$ cat src/rtl/issue_scoreboard.sv
// Single-slot in-order issue stage with a 32-entry register scoreboard.
// Stalls decode on RAW/WAW hazards and counts hazard-stall cycles.
module issue_scoreboard (
   input  logic        clk,
   input  logic        rst_n,
   input  logic        dec_valid,
   output logic        dec_ready,
   input  logic [5:0]  dec_type,
   input  logic [4:0]  dec_rs0,
   input  logic [4:0]  dec_rs1,
   input  logic [4:0]  dec_rdt,
   output logic        iss_valid,
   input  logic        iss_ready,
   output logic [5:0]  iss_type,
   output logic [4:0]  iss_rdt,
   input  logic        wb_valid,
   input  logic [4:0]  wb_rdt,
   input  logic        flush,
   output logic [31:0] busy,
   output logic [15:0] stall_cnt
);

   typedef enum logic {
      EMPTY = 1'b0,
      FULL  = 1'b1
   } slot_state_t;

   slot_state_t st_reg, st_next;

   logic [31:0] busy_reg, busy_next;
   logic [31:0] eff_busy;
   logic [31:0] wb_clear;
   logic [31:0] dec_set;
   logic [15:0] stall_reg, stall_next;
   logic [5:0]  type_reg, type_next;
   logic [4:0]  rdt_reg, rdt_next;

   logic type_r, type_i, type_s, type_b, type_u, type_j;
   logic use0, use1, wr;
   logic hazard;
   logic accept;
   logic consume;

   assign {type_r, type_i, type_s, type_b, type_u, type_j} = dec_type;

   // Operand usage is an OR of the type bits, so non-one-hot encodings are legal.
   assign use0 = type_r | type_i | type_s | type_b;
   assign use1 = type_r | type_s | type_b;
   assign wr   = (type_r | type_i | type_u | type_j) & (dec_rdt != 5'd0);

   // Per-register one-hot decode of the writeback release and the decode claim.
   genvar gi;
   generate
      for (gi = 0; gi < 32; gi = gi + 1) begin : g_bit
         assign wb_clear[gi] = wb_valid && (wb_rdt == gi[4:0]);
         assign dec_set[gi]  = accept && wr && (dec_rdt == gi[4:0]);
         assign eff_busy[gi] = busy_reg[gi] & ~wb_clear[gi];

         if (gi == 0) begin : g_zero
            assign busy_next[gi] = 1'b0;
         end else begin : g_reg
            // Flush dominates; a fresh claim beats a release of the same register.
            assign busy_next[gi] = flush       ? 1'b0 :
                                   dec_set[gi] ? 1'b1 :
                                   wb_clear[gi] ? 1'b0 :
                                   busy_reg[gi];
         end
      end
   endgenerate

   assign hazard = (use0 & eff_busy[dec_rs0]) |
                   (use1 & eff_busy[dec_rs1]) |
                   (wr   & eff_busy[dec_rdt]);

   assign iss_valid = (st_reg == FULL);
   assign consume   = iss_valid & iss_ready;
   assign dec_ready = ~flush & ~hazard & (~iss_valid | iss_ready);
   assign accept    = dec_valid & dec_ready;

   always_comb begin
      st_next   = st_reg;
      type_next = type_reg;
      rdt_next  = rdt_reg;
      if (flush) begin
         st_next = EMPTY;
      end else begin
         case (st_reg)
            EMPTY: begin
               if (accept) begin
                  st_next = FULL;
               end
            end
            FULL: begin
               if (consume && !accept) begin
                  st_next = EMPTY;
               end
            end
            default: st_next = EMPTY;
         endcase
      end
      if (accept) begin
         type_next = dec_type;
         rdt_next  = dec_rdt;
      end
   end

   always_comb begin
      stall_next = stall_reg;
      if (dec_valid && hazard && !flush && (stall_reg != 16'hFFFF)) begin
         stall_next = stall_reg + 16'd1;
      end
   end

   always_ff @(posedge clk or negedge rst_n) begin
      if (!rst_n) begin
         st_reg    <= EMPTY;
         type_reg  <= 6'd0;
         rdt_reg   <= 5'd0;
         busy_reg  <= 32'd0;
         stall_reg <= 16'd0;
      end else begin
         st_reg    <= st_next;
         type_reg  <= type_next;
         rdt_reg   <= rdt_next;
         busy_reg  <= busy_next;
         stall_reg <= stall_next;
      end
   end

   assign iss_type  = type_reg;
   assign iss_rdt   = rdt_reg;
   assign busy      = busy_reg;
   assign stall_cnt = stall_reg;

endmodule

$ cat config.mk
export PLATFORM = sky130hd
export DESIGN_NAME = issue_scoreboard
export DESIGN_NICKNAME = d
export VERILOG_FILES = /design/src/rtl/issue_scoreboard.sv
export SDC_FILE = /design/constraint.sdc
export NUM_CORES = 1
export LEC_CHECK = 0
export CORE_AREA = 4 4 103 105
export CTS_CLUSTER_DIAMETER = 80
export DETAILED_ROUTE_END_ITERATION = 8
export DIE_AREA = 0 0 107 109
export PLACE_DENSITY_LB_ADDON = 0.1
export SLEW_MARGIN = 20
export SYNTH_ARGS = -nofsm -noshare
export SYNTH_HDL_FRONTEND = slang
export SYNTH_SLANG_ARGS = --single-unit
$ cat constraint.sdc
create_clock -name clk -period 3.2 [get_ports clk]
set_clock_uncertainty 0.1 [all_clocks]
set_input_delay 0.48 -clock clk [delete_from_list [all_inputs] [get_ports clk]]
set_output_delay 0.48 -clock clk [all_outputs]
set_load 0.02 [all_outputs]
==> flow_summary.ini <==
[outcome]
status = finished, violations left
violations = negative setup slack

[detailed_routing]
firstDrtPassIters = 4
drt-initial-drc-count = 286
wire_per_inst_um = 20.8
viasPerCell = 5.72
wl_um = 16200
ant_nets = 0
drcViolationCount = 0
num_vias = 4448

[flow_run]
drv_cap = 0

[die]
start_util_pct = 39.6
rows = 36
die_area_sq_um = 11700
die_h_um = 109
core_area_sq_um = 9640
die_w_um = 107
pin_count = 93

[critical_path]
critPathArrivalTime_ns = 2.88
crit_fanout = 4
critPathSlowestCell = or4b_4
critical_path.top_delay_family = simple AND/OR/NAND/NOR gates
slowest_delay_ns = 0.58
worst-setup-path-type = in -> out
crit_path_end_kind = output port
crit_required_ns = 2.62
cp-start-kind = input pin
cp-startpoint = wb_rdt[4]
r2r_start = busy[22]
r2r_cells = 13
crit_chain = buf_6, or4b_4, o21ai_2, o21bai_1, or4_1, and4b_1, o32a_1, nor2_4, nand2_2, nor2_4, buf_6
cp.buffers_inverters = 2
crit_cells = 11

[yosys]
ys.warnings.count = 0
synth_nets = 448
synth-main-ff-cell = dfrtp_1
async_flop_share_pct = 100
synth_edf_count = 0
synth_top_area_cell = dfrtp_1
synth_area_sq_um = 3810
netlist_top_cells_area = dfrtp_1 39%, o22ai_1 5.2%, mux2_2 5.0%, o21ai_0 4.5%, nand2_1 3.5%
synth_seq_cells = 59
yosysSeqAreaShare_pct = 38.7
synth_area_per_cell_sq_um = 9.19
synth_cell_types = 62
syn_inst = 415
synth_top_area_share_pct = 38.7

[cts]
cts-root-buf = clkbuf_8
clockBufferDepth = 2
cts.sinks = 59
clock_latency_ns = 0.35
htree_levels = 3
clkTransAtPathRegs_ns = 0.07
cts_tree = built
cts_buffers = 9

[sta]
worstMarginPinSlew_ns = 0.768
fmax_mhz = 289
slew_violations = 0
hold_viol = 0
min_period_over_period_pct = 108
fin_crit_ns = 3.46
setup_ws_ns = -0.264
grt_setup_unrepaired = yes
setup_viol = 43
maxSlewHeadroom_pct = 48.8

[final_layout]
n_antenna_cell = 0
largest_reg_flops = 31
area_growth_pct = 70.8
nNetsFinal = 674
nFillCells = 827
final_common_cell = buf_4
drive_above_1_share_pct = 37.8
layout_common_cells = 137 x buf_4, 80 x clkdlybuf4s50_1, 59 x dfrtp_1, 34 x nand2_1, 28 x o21ai_0

[global_route]
met1_usage_pct = 35.5
antenna_found_initial = 1
grt_start_max_net_pins = 60
grt_overflow = 0
grt_use_met2_pct = 46.4
grt_pass1_wl_um = 24900
track_usage_pct = 28.2
first_global_vias = 4614
grt.busiest_layer = met2
grt_util_met3_pct = 7.10

[placement]
place.detailed.hpwl_um = 12100
port_buffers = 91
gp_congestion = 0.936
preCtsSetupSlack_ns = -1.20

[pwr]
ir_drop_uv = 489
total_power_uw = 2300
powerDensity_nw_per_um2 = 353
leakage_uw = 0.00276

[worst_hold_path]
hold_class = in -> async
worst reg2reg max path: cells and delay by family, from the launching register on:
family / cells / cell delay [ns]
DFF: 1 / 0.38
and+or+nand+nor: 2 / 0.34
muxes: 2 / 0.80
buffers and inverters: 5 / 0.81
AOI/OAI and AO/OA: 4 / 0.52
layout make-up:
class | instances | area (sq um) | share of cell area (%)
Clock buffer | 12 | 145 | 2.23
Clock inverter | 3 | 15.0 | 0.230
Inverter | 7 | 27.5 | 0.422
Multi-Input combinational cell | 321 | 2550 | 39.1
Sequential cell | 59 | 1480 | 22.7
Tap cell | 133 | 166 | 2.55
Timing Repair Buffer | 243 | 2140 | 32.8
kinds of logic (layout without fill, tap and decap cells):
group	after synthesis	after routing	synth area share [%]
AO/OA/AOI/OAI	117	117	19.9
flip-flops	59	59	38.7
other	1	1	0.0983
XOR/XNOR	18	18	4.13
AND/OR/NAND/NOR	149	149	21.8
buffers and inverters	35	265	3.67
adder cells (fa/ha/maj)	1	1	0.328
multiplexers	35	35	11.4
final timing paths:
path / slack, ns / to
worst min-delay path: 0.20 / iss_type[3]
worst min register to register: 0.39 / stall_cnt[11]
max in group asynchronous: 2.31 / busy[7]
worst max register to register: 0.14 / iss_type[0]
min in group clk: 0.39 / stall_cnt[11]
worst max-delay path: -0.26 / dec_ready
power by group:
part	internal, uW	leakage [uW]	switching, uW
logic	413	0.00189	393
registers	834	0.000783	76.1
clock network	294	0.0000860	293
metal layers:
metal,part of all wire (%),up-vias,wire [um]
met2,48,194,7850
li1,-,2034,-
met1,41,2184,6630
met3,7.6,34,1240
met4,2.9,2,478
met5,0.043,-,7
synthesized netlist by cell type (5+ instances only):
cell type,instances
clkbuf_1,23
xor2_1,13
o22ai_1,32
a21oi_1,8
xnor2_1,5
nand4b_1,5
o21ai_0,34
and3_1,10
dfrtp_1,59
nor3_1,13
mux2i_1,13
nand2b_1,10
nor2_1,18
nor2b_1,7
nand4_1,5
nand2_1,36
mux2_2,17
nand3_1,19
mux4_2,5
o211ai_1,10
inv_1,6
per-stage QoR:
stage | TNS, ns | std cells | util (%) | cell area (sq um) | hold slack [ns]
detailed placement | -48.72 | 755 | 61.7 | 5940 | 0.375
CTS | -1.26 | 776 | 65.7 | 6330 | 0.201
floorplan | -0.735 | 415 | - | 3910 | 0.0844
global route | -7.59 | 778 | 67.6 | 6520 | 0.250
finish | -5.26 | 778 | 67.6 | 6520 | 0.196
global placement | -52.31 | 755 | 61.7 | 5940 | 0.371
repair_timing:
item | 4_1_cts | 5_1_grt
buffers inserted | 4 | 1
hold buffers | 0 | 0
pin swaps | 18 | 14
hold endpoints to repair | 0 | 0
cloned | 2 | 1
endpoints found under the setup margin | 60 | 58
resized for setup | 64 | 38
Note: power is estimated with default switching activity, not from simulation.
==> variant 1: new RTL, config.mk and constraints unchanged <==
Put one more register stage on the output `stall_cnt`, without a reset. The value now appears one clock later. The other outputs are not delayed to match.
--- a/src/rtl/issue_scoreboard.sv
+++ b/src/rtl/issue_scoreboard.sv
@@ -132,3 +132,5 @@
    assign busy      = busy_reg;
-   assign stall_cnt = stall_reg;
+   always_ff @(posedge clk) begin
+      stall_cnt <= stall_reg;
+   end
 
Behaviour: not the same (Yosys sat finds a counterexample within 4 cycles, from zero or initial values and one cycle with rst_n low).
==> variant 1 against the unedited design <==
The flow still finishes with violations (negative setup slack); combinational power is 8.4% higher; sequential cell count increased by 16; non-clock buffer count increased by 1; design area rose by 5.0%; fmax increased by 6.3%; area after synthesis grew 13%; sequential share of layout area increased by 3.6 points; first-iteration DRC count up 70%; routed wire length rose by 8.2%; die area is the same; power rose by 20%; setup slack gained 200 ps; sequential power increased by 27%.
==> variant 1: results (changes against the unedited design) <==
| Metric | Value |
|---|---|
| Vias in the first global route | 5,036 (+9.1%) |
| Post-synth cell types | 61 (-1.6%) |
| # nets final | 710 (+5.3%) |
| Share of cells above drive strength 1 | 32.99% (-4.8 points) |
| Synth top cells by count | 59 x dfrtp_1, 36 x nand3_1, 34 x a21oi_1 |
| Reg clk slew, reported paths | 90 ps (+20 ps) |
| Status | finished with violations |
| Final setup fails | 3 (-93%) |
| Critical Path Slowest Stage Cell | a311oi_4 |
| DR iter-0 viols | 486 (+70%) |
| Ys async rst share | 78.67% (-21 points) |
| Final wirelength | 17,530 um (+8.2%) |
| CP startpoint | wb_rdt[1] |
| DR vias | 4,824 (+8.5%) |
| VDD IR-drop max | 0.0004282 V (-12%) |
| GP Congestion | 0.9707 (+3.7%) |
| Synth area leaders | dfrtp_1 34%, dfxtp_1 7.4%, nand3_1 4.2%, a21oi_1 4.0%, o21ai_0 3.7% |
| Pin count of the biggest net entering global routing | 43 (-28%) |
| Violated checks | negative setup slack |
| Antenna violations before repair | 0 (-1) |
| GRT Util Overall | 31.18% (+3.0 points) |
| Crit Reg-Reg Startpoint | busy[23]$_DFFE_PN0P_ |
| WL/cell | 21.51 um (+3.3%) |
| First-pass GRT wire length | 27,610 um (+11%) |
| Worst setup margin | -59.83 ps (+203.9 ps) |
| Rel. slew slack | 31.70% (-17 points) |
| Syn_nets | 490 (+9.4%) |
| Crit Path Max Fanout | 5 (+1) |
| Leak | 2.938 nW (+6.4%) |
==> variant 1: worst reg2reg max path: cells and delay by family, from the launching register on <==
kind                   cells  cell delay, ps
AOI/OAI and AO/OA          5            1120
muxes                      2             580
DFF                        1             420
buffers and inverters      5             710
and+or+nand+nor            1              50
==> variant 1: per-layer routing <==
metal | wire length, um | up-vias | global-route usage, %
met5 | 0 | - | 0
met4 | 459 | 0 | 12.33
met3 | 1301 | 40 | 5.684
met2 | 8606 | 257 | 52.47
met1 | 7162 | 2365 | 40.04
li1 | - | 2162 | -
==> variant 1: through the flow <==
stage                     instance area, sq um  hold WS, ps  setup TNS (ps)  util (%)
after global routing                      6844        229.9           -1273     71.00
after global placement                    6327        257.8          -43880     65.64
after floorplan                           4339        84.41          -106.1         -
final                                     6844        174.3          -69.23     71.00
after CTS                                 6751        184.9          -233.2     70.04
after detailed placement                  6327        264.2          -49650     65.64
==> variant 1: how the worst min path moves through the flow <==
stage	startpoint	end	slack, ps	cells after the start
after floorplan	rst_n	busy[10]$_DFFE_PN0P_	80	0
after global placement	stall_reg[14]$_DFFE_PN0P_	stall_cnt[14]$_DFF_P_	260	0
after detailed placement	stall_reg[15]$_DFFE_PN0P_	stall_cnt[15]$_DFF_P_	260	0
after CTS	rst_n	iss_rdt[3]$_DFFE_PN0N_	180	1
after global routing	rst_n	iss_rdt[3]$_DFFE_PN0N_	230	1
final	rst_n	iss_rdt[3]$_DFFE_PN0N_	170	1
==> variant 1: cell type report <==
cell class                 count  area (sq um)
clock buffer                  10         137.6
clock inverter                 6         52.55
fill                         784          2795
inverter                      14         52.55
multi-input combinational    333          2496
sequential                    75          1797
tap                          133         166.4
timing repair buffer         244          2142
==> variant 1: cell families (layout without fill, tap and decap cells) <==
logic type,Yosys count,count (layout),synth area share [%]
other,1,1,0.08708
flip-flops,75,75,41.72
AND/OR/NAND/NOR,163,163,21.24
XOR/XNOR,19,19,3.864
buffers and inverters,49,274,5.055
adder cells (fa/ha/maj),1,1,0.2905
AO/OA/AOI/OAI,116,116,17.52
multiplexers,33,33,10.23
==> variant 1: report_power, final <==
part           internal [W]  switching, W  total, W
logic              0.000433      0.000441  0.000874
registers           0.00107     0.0000880   0.00116
clock network      0.000316      0.000401  0.000718
==> variant 1: repair_timing <==
action,CTS,global route
hold buffers,0,0
endpoints found under the hold margin,0,0
buffers inserted,6,3
endpoints found under the setup margin,60,57
cloned,2,0
resized for setup,72,31
pin swaps,15,8
==> variant 2: new RTL, same flow settings <==
Made on the original files. Make the reset (`rst_n`) synchronous in one clocked block.
--- a/src/rtl/issue_scoreboard.sv
+++ b/src/rtl/issue_scoreboard.sv
@@ -113,3 +113,3 @@
 
-   always_ff @(posedge clk or negedge rst_n) begin
+   always_ff @(posedge clk) begin
       if (!rst_n) begin
Function: differs if rst_n is asserted again (counterexample within 4 cycles, from zero or initial values and one cycle with rst_n low); with rst_n held inactive, the same outputs for 4 cycles.
==> variant 2 against the unedited design <==
Power down 22%; area after synthesis increased by 6.0%; largest cell class unchanged; routed wire length rose by 5.9%; die area is the same; register-to-register slack better by 230 ps; critical path type is now in -> reg; setup slack improved by 310 ps; clock power grew 2%; via count rose by 15%; first-iteration DRC count increased by 50%; final cell count increased by 10%; design area is 0.56% higher; sequential cell count unchanged.
==> variant 2: results (changes against the unedited design) <==
| Metric | Value |
|---|---|
| Vias in the first global route | 4,913 (+6.5%) |
| Pin count of the biggest net entering global routing | 40 (-33%) |
| WL/cell | 20.02 um (-3.9%) |
| Ys async rst share | 0% (-100 points) |
| Synth top cells by count | 62 x nand2_1, 59 x dfxtp_1, 35 x nand3_1 |
| Main synth FF type | dfxtp_1 |
| Port Buffers | 91 (unchanged) |
| Worst EP arrival | 3320 ps (+440 ps) |
| Crit Path Max Fanout | 22 (+18) |
| DR iter-0 viols | 430 (+50%) |
| Rel. slew slack | 63.18% (+14 points) |
| GP Congestion | 0.9944 (+6.3%) |
| Leak | 2.528 nW (-8.5%) |
| Final HPWL DP | 13,240 um (+9.4%) |
| CP startpoint | wb_rdt[0] |
| Area post-placement | 0.006055 sq mm (+1.9%) |
| Sequential share of the synthesized area | 29.21% (-9.5 points) |
| Clock root cell | clkbuf_8 |
| First-pass GRT wire length | 26,480 um (+6.5%) |
| Crit Reg-Reg Startpoint | busy[19]$_SDFFE_PP0P_ |
| VDD IR-drop max | 0.0002064 V (-58%) |
| Antenna violations before repair | 0 (-1) |
| Dpl ws | -931.6 ps (+266.2 ps) |
| Synth area leaders | dfxtp_1 29%, nand2_1 5.8%, mux2i_1 5.4%, nand3_1 4.3%, o31ai_1 3.5% |
| Share of cells above drive strength 1 | 33.56% (-4.3 points) |
| Drt first pass iters | 5 (+1) |
| Post-synth cell types | 77 (+24%) |
| Syn_nets | 536 (+20%) |
| # nets final | 753 (+12%) |
| Vias per cell | 5.959 (+4.2%) |
| Status | finished, final reports clean |
-- variant 2: final cells by class --
class                   instances  area, sq um
clock inverters                 5        30.03
fillers                       858         3085
well taps                     133        166.4
flip-flops and latches         59         1181
clock buffers                  10        137.6
inverters                      18        67.56
repair buffers                245         2097
multi-input cells             387         2874
-- variant 2: final timing paths --
check             slack (ps)                          to  cells past startpoint
setup / recovery          50  stall_cnt[10]$_SDFFE_PN0P_                     13
hold / removal           370    iss_type[2]$_SDFFE_PN0P_                      2
setup reg to reg         370  stall_cnt[10]$_SDFFE_PN0P_                     11
hold reg to reg          370    iss_type[2]$_SDFFE_PN0P_                      2
-- variant 2: metal layers --
layer	up-vias	global-route usage [%]	routed length, um
met5	-	0	0
met3	37	5.033	1341
met1	2451	41.07	7543
met2	254	45.50	7847
li1	2365	-	-
met4	0	9.406	426
-- variant 2: repair_timing --
action,in CTS,in global routing
setup buffers,5,6
hold buffers,0,0
endpoints found under the setup margin,60,23
pin swaps,16,18
resized for setup,65,47
hold endpoints to repair,0,0
-- variant 2: cell families (layout without fill, tap and decap cells) --
family	Yosys count	in the layout	share of synthesized area, %
DFF	59	59	29.21
and+or+nand+nor	198	198	26.79
xor gates and xnor gates	6	6	1.299
adders and majority gates	1	1	0.3094
AOI/OAI and AO/OA	152	152	26.98
muxes	29	29	9.066
other	1	1	0.09273
buffers and inverters	57	278	6.250
-- variant 2: worst max-delay path, stage by stage --
cell	delay (ps)
clkdlybuf4s15_2	260
and2b_2	310
buf_4	180
a21boi_2	180
a2111oi_2	100
a2111oi_2	380
nand4_1	180
a21boi_2	200
buf_4	150
a21o_1	180
buf_12	150
or4_1	400
a21oi_1	150
-- variant 2: per-stage QoR --
stage	hold WS [ps]	util [%]	instances
finish	373.9	67.99	857
global route	403.6	67.99	857
CTS	379.4	66.25	852
detailed placement	369.6	62.81	832
global placement	354.8	62.81	832
floorplan	447.8	-	503
-- variant 2: where the power goes --
group          internal (W)  total, W  switching, W
clock network      0.000293  0.000597      0.000304
logic              0.000205  0.000443      0.000238
registers          0.000743  0.000749    0.00000663
